**config.mk**
```make
export PLATFORM = sky130hd
export DESIGN_NAME = n64adv2_vdemux
export DESIGN_NICKNAME = d
export VERILOG_FILES = /design/src/rtl/n64adv2_vdemux.sv
export SDC_FILE = /design/constraint.sdc
export NUM_CORES = 1
export LEC_CHECK = 0
export CAP_MARGIN = 10
export CELL_PAD_IN_SITES_DETAIL_PLACEMENT = 2
export CELL_PAD_IN_SITES_GLOBAL_PLACEMENT = 2
export CORE_ASPECT_RATIO = 1.25
export CORE_UTILIZATION = 42
export CTS_CLUSTER_DIAMETER = 80
export CTS_CLUSTER_SIZE = 16
export DETAILED_ROUTE_END_ITERATION = 16
export DONT_BUFFER_PORTS = 1
export PLACE_DENSITY = 0.84
export SLEW_MARGIN = 25
export SYNTH_ARGS = -nofsm -noshare
export SYNTH_HDL_FRONTEND = slang
export SYNTH_SLANG_ARGS = --single-unit
export TNS_END_PERCENT = 30
```
**constraint.sdc**
```tcl
create_clock -name N64_CLK_i -period 2.9 [get_ports N64_CLK_i]
set_clock_uncertainty 0.2 [all_clocks]
set_input_delay 0.58 -clock N64_CLK_i [delete_from_list [all_inputs] [get_ports N64_CLK_i]]
set_output_delay 0.58 -clock N64_CLK_i [all_outputs]
set_load 0.01 [all_outputs]
```
**src/rtl/n64adv2_vdemux.sv**
```systemverilog
// N64 video bus demultiplexer: splits the 4-word {sync,R,G,B} stream into
// parallel pixels and derives line count, PAL and interlace flags from sync.
module n64adv2_vdemux #(
  parameter int         color_width_i = 7,
  parameter logic [9:0] pal_thresh    = 10'd287
) (
  input  logic                         N64_CLK_i,
  input  logic                         N64_nVRST_i,
  input  logic                         nVDSYNC_i,
  input  logic [color_width_i-1:0]     VD_i,
  output logic                         pxl_valid_o,
  output logic [3:0]                   sync_o,
  output logic [3*color_width_i-1:0]   rgb_o,
  output logic [9:0]                   line_cnt_o,
  output logic                         pal_o,
  output logic                         interlaced_o,
  output logic                         resync_o
);

  typedef enum logic [1:0] {IDLE, RED, GREEN, BLUE} state_t;

  state_t                     r_state;
  state_t                     w_state_nxt;
  logic                       w_cap_sync;
  logic                       w_cap_r;
  logic                       w_cap_g;
  logic                       w_emit;
  logic                       w_abort;
  logic                       w_line_edge;
  logic                       w_field_edge;
  logic                       w_diff_one;
  logic [10:0]                w_cnt_ext;
  logic [10:0]                w_last_ext;

  logic [3:0]                 r_sync_sh;
  logic [color_width_i-1:0]   r_red;
  logic [color_width_i-1:0]   r_grn;
  logic [9:0]                 r_last_lines;

  always_ff @(posedge N64_CLK_i or negedge N64_nVRST_i) begin
    if (!N64_nVRST_i) r_state <= IDLE;
    else              r_state <= w_state_nxt;
  end

  always_comb begin
    w_state_nxt = r_state;
    w_cap_sync  = 1'b0;
    w_cap_r     = 1'b0;
    w_cap_g     = 1'b0;
    w_emit      = 1'b0;
    w_abort     = 1'b0;
    if (!nVDSYNC_i) begin
      w_cap_sync  = 1'b1;
      w_abort     = (r_state != IDLE);
      w_state_nxt = RED;
    end else begin
      case (r_state)
        RED:   begin w_cap_r = 1'b1; w_state_nxt = GREEN; end
        GREEN: begin w_cap_g = 1'b1; w_state_nxt = BLUE;  end
        BLUE:  begin w_emit  = 1'b1; w_state_nxt = IDLE;  end
        default: ;
      endcase
    end
  end

  // Edges are falling transitions of the active-low VSYNC#/HSYNC# bits
  // between consecutive captured sync words.
  assign w_line_edge  = w_cap_sync & ~VD_i[1] & r_sync_sh[1];
  assign w_field_edge = w_cap_sync & ~VD_i[3] & r_sync_sh[3];

  // Widened by one bit so 1023 + 1 does not wrap back to 0.
  assign w_cnt_ext  = {1'b0, line_cnt_o};
  assign w_last_ext = {1'b0, r_last_lines};
  assign w_diff_one = (w_cnt_ext == w_last_ext + 11'd1) ||
                      (w_last_ext == w_cnt_ext + 11'd1);

  always_ff @(posedge N64_CLK_i) begin
    if (w_cap_r) r_red <= VD_i;
    if (w_cap_g) r_grn <= VD_i;
  end

  always_ff @(posedge N64_CLK_i or negedge N64_nVRST_i) begin
    if (!N64_nVRST_i) begin
      r_sync_sh   <= 4'hF;
      pxl_valid_o <= 1'b0;
      resync_o    <= 1'b0;
      sync_o      <= 4'hF;
      rgb_o       <= '0;
    end else begin
      pxl_valid_o <= w_emit;
      resync_o    <= w_abort;
      if (w_cap_sync) r_sync_sh <= VD_i[3:0];
      // Blue is taken straight from the bus on the cycle that completes the pixel.
      if (w_emit) begin
        sync_o <= r_sync_sh;
        rgb_o  <= {r_red, r_grn, VD_i};
      end
    end
  end

  always_ff @(posedge N64_CLK_i or negedge N64_nVRST_i) begin
    if (!N64_nVRST_i) begin
      line_cnt_o   <= 10'd0;
      r_last_lines <= 10'd0;
      pal_o        <= 1'b0;
      interlaced_o <= 1'b0;
    end else if (w_field_edge) begin
      line_cnt_o   <= 10'd0;
      r_last_lines <= line_cnt_o;
      pal_o        <= (line_cnt_o > pal_thresh);
      interlaced_o <= w_diff_one;
    end else if (w_line_edge && (line_cnt_o != 10'd1023)) begin
      line_cnt_o <= line_cnt_o + 10'd1;
    end
  end

endmodule
```
## After elaboration in Yosys (flattened, before gate mapping)

Cells that the tools add are included.

- Word-level logic and storage cells: 45
- Bits of input ports: 10
- Register bits after elaboration: 69
- Output and inout port bits: 39

- Reduce and logical (&&, ||, !) cells: 4
- Bitwise logic cells: 6
- Equal/unequal tests: 7
- Mux-type cells: 12
- Add/subtract/negate cells: 3
- $lt $le $gt $ge: 1

Operators by type and width:

| operator | count |
|---|---|
| adder 10 x 1 -> 11 bit, second input constant | 2 |
| == test 10 x 11 -> 1 bit | 2 |
| two-way mux 10 bit | 2 |
| adder 10 x 1 -> 10 bit, second input constant | 1 |
| > comparator 10 x 9 -> 1 bit, second input constant | 1 |
| != test 10 bit, second input constant | 1 |
| two-way mux 1 bit | 8 |
| case mux 2 bit (3 select lines) | 1 |
| AND 1 bit | 4 |
| == test 2 bit, second input constant | 2 |
| != test 4 x 1 -> 1 bit, second input constant | 1 |
| nonzero test 2 bit | 2 |
| == test 2 x 1 -> 1 bit, second input constant | 1 |
| two-way mux 2 bit | 1 |
| inverter 1 bit | 2 |
| logical AND 1 bit | 1 |
| logical OR 1 bit | 1 |

## Logic depth before layout (Yosys ltp)

- Depth in word-level cells: 6
- Gate-level depth with buffers: 8
- Depth with buffers taken out: 7

## Least setup slack after synthesis

No wires, ideal clock.

- Path type: reg2reg
- Start point: reg line_cnt_o[0]
- End point: reg line_cnt_o[8]
- Path slack: 0.706 ns
- Library setup time: 0.132 ns
- Stages on the path, launching flop included: 9
- Required time: 2.568 ns
- Buffers on the path: 1
- Period minus slack after synthesis: 2.194 ns
- Arrival time: 1.862 ns
- Cell sequence: dfrtp_1 -> ha_1 -> nand3_2 -> or4_4 -> nand3_2 -> buf_6 -> nor3_1 -> xnor2_1 -> nor2_1

- Word-level cells in the longest chain between the ends: 3
- Elaborated cells between the ends (all ways): 6
- Classes of those cells: 1 x add/sub; 1 x eq/ne; 2 x mux; 2 x reduce/logical

Ends and longest elaborated chain:

| what | line | RTL |
|---|---|---|
| start, declared | 14 | `output logic [9:0] line_cnt_o,` |
| start signal, assigned | 113 | `line_cnt_o <= line_cnt_o + 10'd1;` |
| adder 10 x 1 -> 10 bit / != test 10 bit (equally long branches) | 113, 112 |  |
| two-way mux 10 bit / logical AND 1 bit (equally long branches) | 112 | `end else if (w_line_edge && (line_cnt_o != 10'd1023)) begin` |
| two-way mux 10 bit / nonzero test 2 bit (equally long branches) | n/a |  |

Several ways; a longest one is shown, not always the timed one. The select of a mux whose other input is x is not followed.
A chain may end at the register's enable or synchronous reset.

## Worst setup path after layout

- Start point: reg line_cnt_o[1]
- End point: reg line_cnt_o[8]

The elaborated chain is that of the path after synthesis.

==> results.cfg <==
[timing]
worst-slew-pin-transition_ns = 0.5510
finalSetupTns_ns = 0
worst_slack_ns = 0.4310
drv_slew = 0
finalCritPeriodShare_pct = 85.14
period_needed_ns = 2.469
slew_headroom_pct = 63.10
finalHoldViolations = 0
setup_viol = 0
max_freq_mhz = 405.0
rsz0062_at_grt = false

[detailed_routing]
wl_per_cell_microns = 21.69
route.detailed.drc = 0
first_iter_violations = 28
final_antenna_net_count = 0
wirelength_microns = 7831
drt_first_pass_iters = 4
vias = 2033
viasPerCell = 5.632

[place]
placement.io_buffers = 0
post-dp-hpwl_microns = 5623
preCtsSetupSlack_ns = 0.4382
gp_congestion = 0.7534

[floorplanning]
io_pins = 49
die-area_sq_mm = 0.008150
row_count = 35
fp.dieW_microns = 80.95
coreArea_sq_mm = 0.007445
start_util_pct = 43.95
die_height_microns = 100.7

[global_routing]
grt_pass1_vias = 2325
overflow = 0
antenna_found_initial = 0
grt_pass1_wl_microns = 12840
grt_usage_pct = 21.59
grt_max_degree = 56

[worst_setup_path]
cp-startpoint = line_cnt_o[1]$_DFFE_PN0P_
timing.rr.start = line_cnt_o[1]$_DFFE_PN0P_
endpoint = line_cnt_o[8]$_DFFE_PN0P_
path_cells = ha_1 > nand3_2 > or4_4 > nand3_2 > nor3_1 > xnor2_1 > nor2_1
cp_common_cell = nand3_2
crit_path_start_kind = register
slowest_delay_ns = 0.56
reg2reg_to = line_cnt_o[8]$_DFFE_PN0P_
worstSetupPathType = reg -> reg
worstRegToRegCells = 7
crit_required_ns = 2.93
crit_cells = 7
crit_path_top_delay_cell = or4_4
arrival_ns = 2.50
r2r_setup_slack_ns = 0.43
cp-end-kind = register
crit_buf_inv = 0
crit_family = simple AND/OR/NAND/NOR gates
cp_max_fo = 13

[synth]
synth_warnings = 0
netlist.area_leader.share_pct = 35.95
yosysUniqueCellTypes = 48
ys.flop_type = dfrtp_1
syn_inst = 264
synth-async-reset-ratio_pct = 79.71
synth_simple_gate_area_share_pct = 11.47
synth_compound_area_share_pct = 6.730
yosysMostFrequentCell = dfrtp_1
ys_ff_latch = 69
synth_top_family_by_area = multiplexers
avgSynthCellArea_sq_um = 12.39
synth-xor-area-share_pct = 6.157
ys_seq_area_share_pct = 55.22
synth_nets = 280
yosysTopAreaCell = dfrtp_1
synth_commonest_cells = dfrtp_1, mux2_2, nor2_1
synth_area_leaders = dfrtp_1, edfxtp_1, mux2_2
synth_edf_count = 14
synth_mux_area_share_pct = 14.30
synth_fa_ha_area_share_pct = 2.294
netlist_area_sq_mm = 0.003272

[layout]
area_growth_pct = 8.834
layout-drive-gt1-share_pct = 22.68
multi_input_area_sq_mm = 0.001340
regArea_sq_mm = 0.001807
nFillCells = 753
fin_nets = 280
antennaDiodeCount = 0

[run]
cap_viol_max_count = 0

[cts]
clockBufferDepth = 2
htreeDepth = 3
root_buffer = clkbuf_8
post_cts_buffers = 0
numCtsBuffers = 9
cts.sinks = 69
clock_latency_ns = 0.34
cts_tree = built
clkTransAtPathRegs_ns = 0.08
cts-resized-gates = 0

[pwr]
powerDensity_mw_per_mm2 = 841.0
peakVddDrop_mv = 0.4273
total_power_mw = 2.995
p_leak_nw = 1.410

[status]
status = finished clean

[min_path]
hold_path.class = in -> reg
-- metrics by stage --
stage,cell area [sq um],util [%],instances,hold WS (ns)
floorplan,3272,-,264,0.08441
global placement,3333,44.77,343,0.08546
detailed placement,3333,44.77,343,0.08547
CTS,3561,47.83,361,0.09068
global route,3561,47.83,361,0.08529
finish,3561,47.83,361,0.1004
-- worst min-delay path by stage --
stage / from / end / slack [ns] / cells after the start
after CTS: nVDSYNC_i / resync_o$_DFF_PN0_ / 0.09 / 1
after detailed placement: N64_nVRST_i / rgb_o[16]$_DFFE_PN0P_ / 0.09 / 0
after floorplan: N64_nVRST_i / interlaced_o$_DFFE_PN0P_ / 0.08 / 0
after global placement: N64_nVRST_i / rgb_o[16]$_DFFE_PN0P_ / 0.09 / 0
after global routing: nVDSYNC_i / resync_o$_DFF_PN0_ / 0.09 / 1
final: nVDSYNC_i / resync_o$_DFF_PN0_ / 0.10 / 1
-- power breakdown --
group | total, mW | switching [mW] | internal [mW]
clock network | 0.773 | 0.376 | 0.396
logic | 0.592 | 0.298 | 0.294
registers | 1.63 | 0.330 | 1.30
total | 2.99 | 1.00 | 1.99
-- state kept, by name, indices dropped and copies added, names as in the netlist --
signal,cells
r_state,2
line_cnt_o,10
r_last_lines,10
resync_o,1
pal_o,1
r_red,7
r_sync_sh,4
r_grn,7
interlaced_o,1
rgb_o,21
pxl_valid_o,1
sync_o,4
-- area by class of cell --
type	count	area share, %
clock inverter	6	1.757
clock buffer	10	3.584
timing repair buffer	8	2.319
sequential	69	50.74
inverter	7	0.7379
multi-input combinational	169	37.63
tap	92	3.233
-- routing by layer --
layer	part of all wire (%)	up-vias	global-route usage [%]
met5	0	-	0
met3	4.6	6	5.792
met4	0.88	0	5.907
met2	55	42	39.50
li1	-	938	-
met1	40	1047	24.16
-- logic make-up (layout without fill, tap and decap cells) --
kind of cell,Yosys count,in the layout
DFF,69,69
muxes,42,42
AOI/OAI and AO/OA,34,34
adders and majority gates,6,6
and+or+nand+nor,64,64
xor gates and xnor gates,23,23
buffers and inverters,26,31
-- cells in the final DEF, fill, tap and decap left out, types with 3 or more instances in the layout --
cell	instances
ha_1	6
and2_1	4
buf_4	6
mux2i_1	4
or3_1	4
nor2b_1	3
dfstp_2	8
dfrtp_1	47
nand3_1	7
a21oi_1	5
nor3_1	5
xor2_1	7
nor2_1	18
edfxtp_1	14
mux2_2	26
a31oi_1	4
xnor2_1	16
o21ai_1	4
clkbuf_8	9
inv_1	7
nand2_1	5
o21ai_0	7
mux2_1	12
nand4_1	4
-- timing repair --
| action | 4_1_cts | 5_1_grt |
|---|---|---|
| hold endpoints to repair | 55 | 0 |
| hold buffers | 2 | 0 |
| setup endpoints to repair | 0 | 0 |
(Power assumes the default switching activity.)
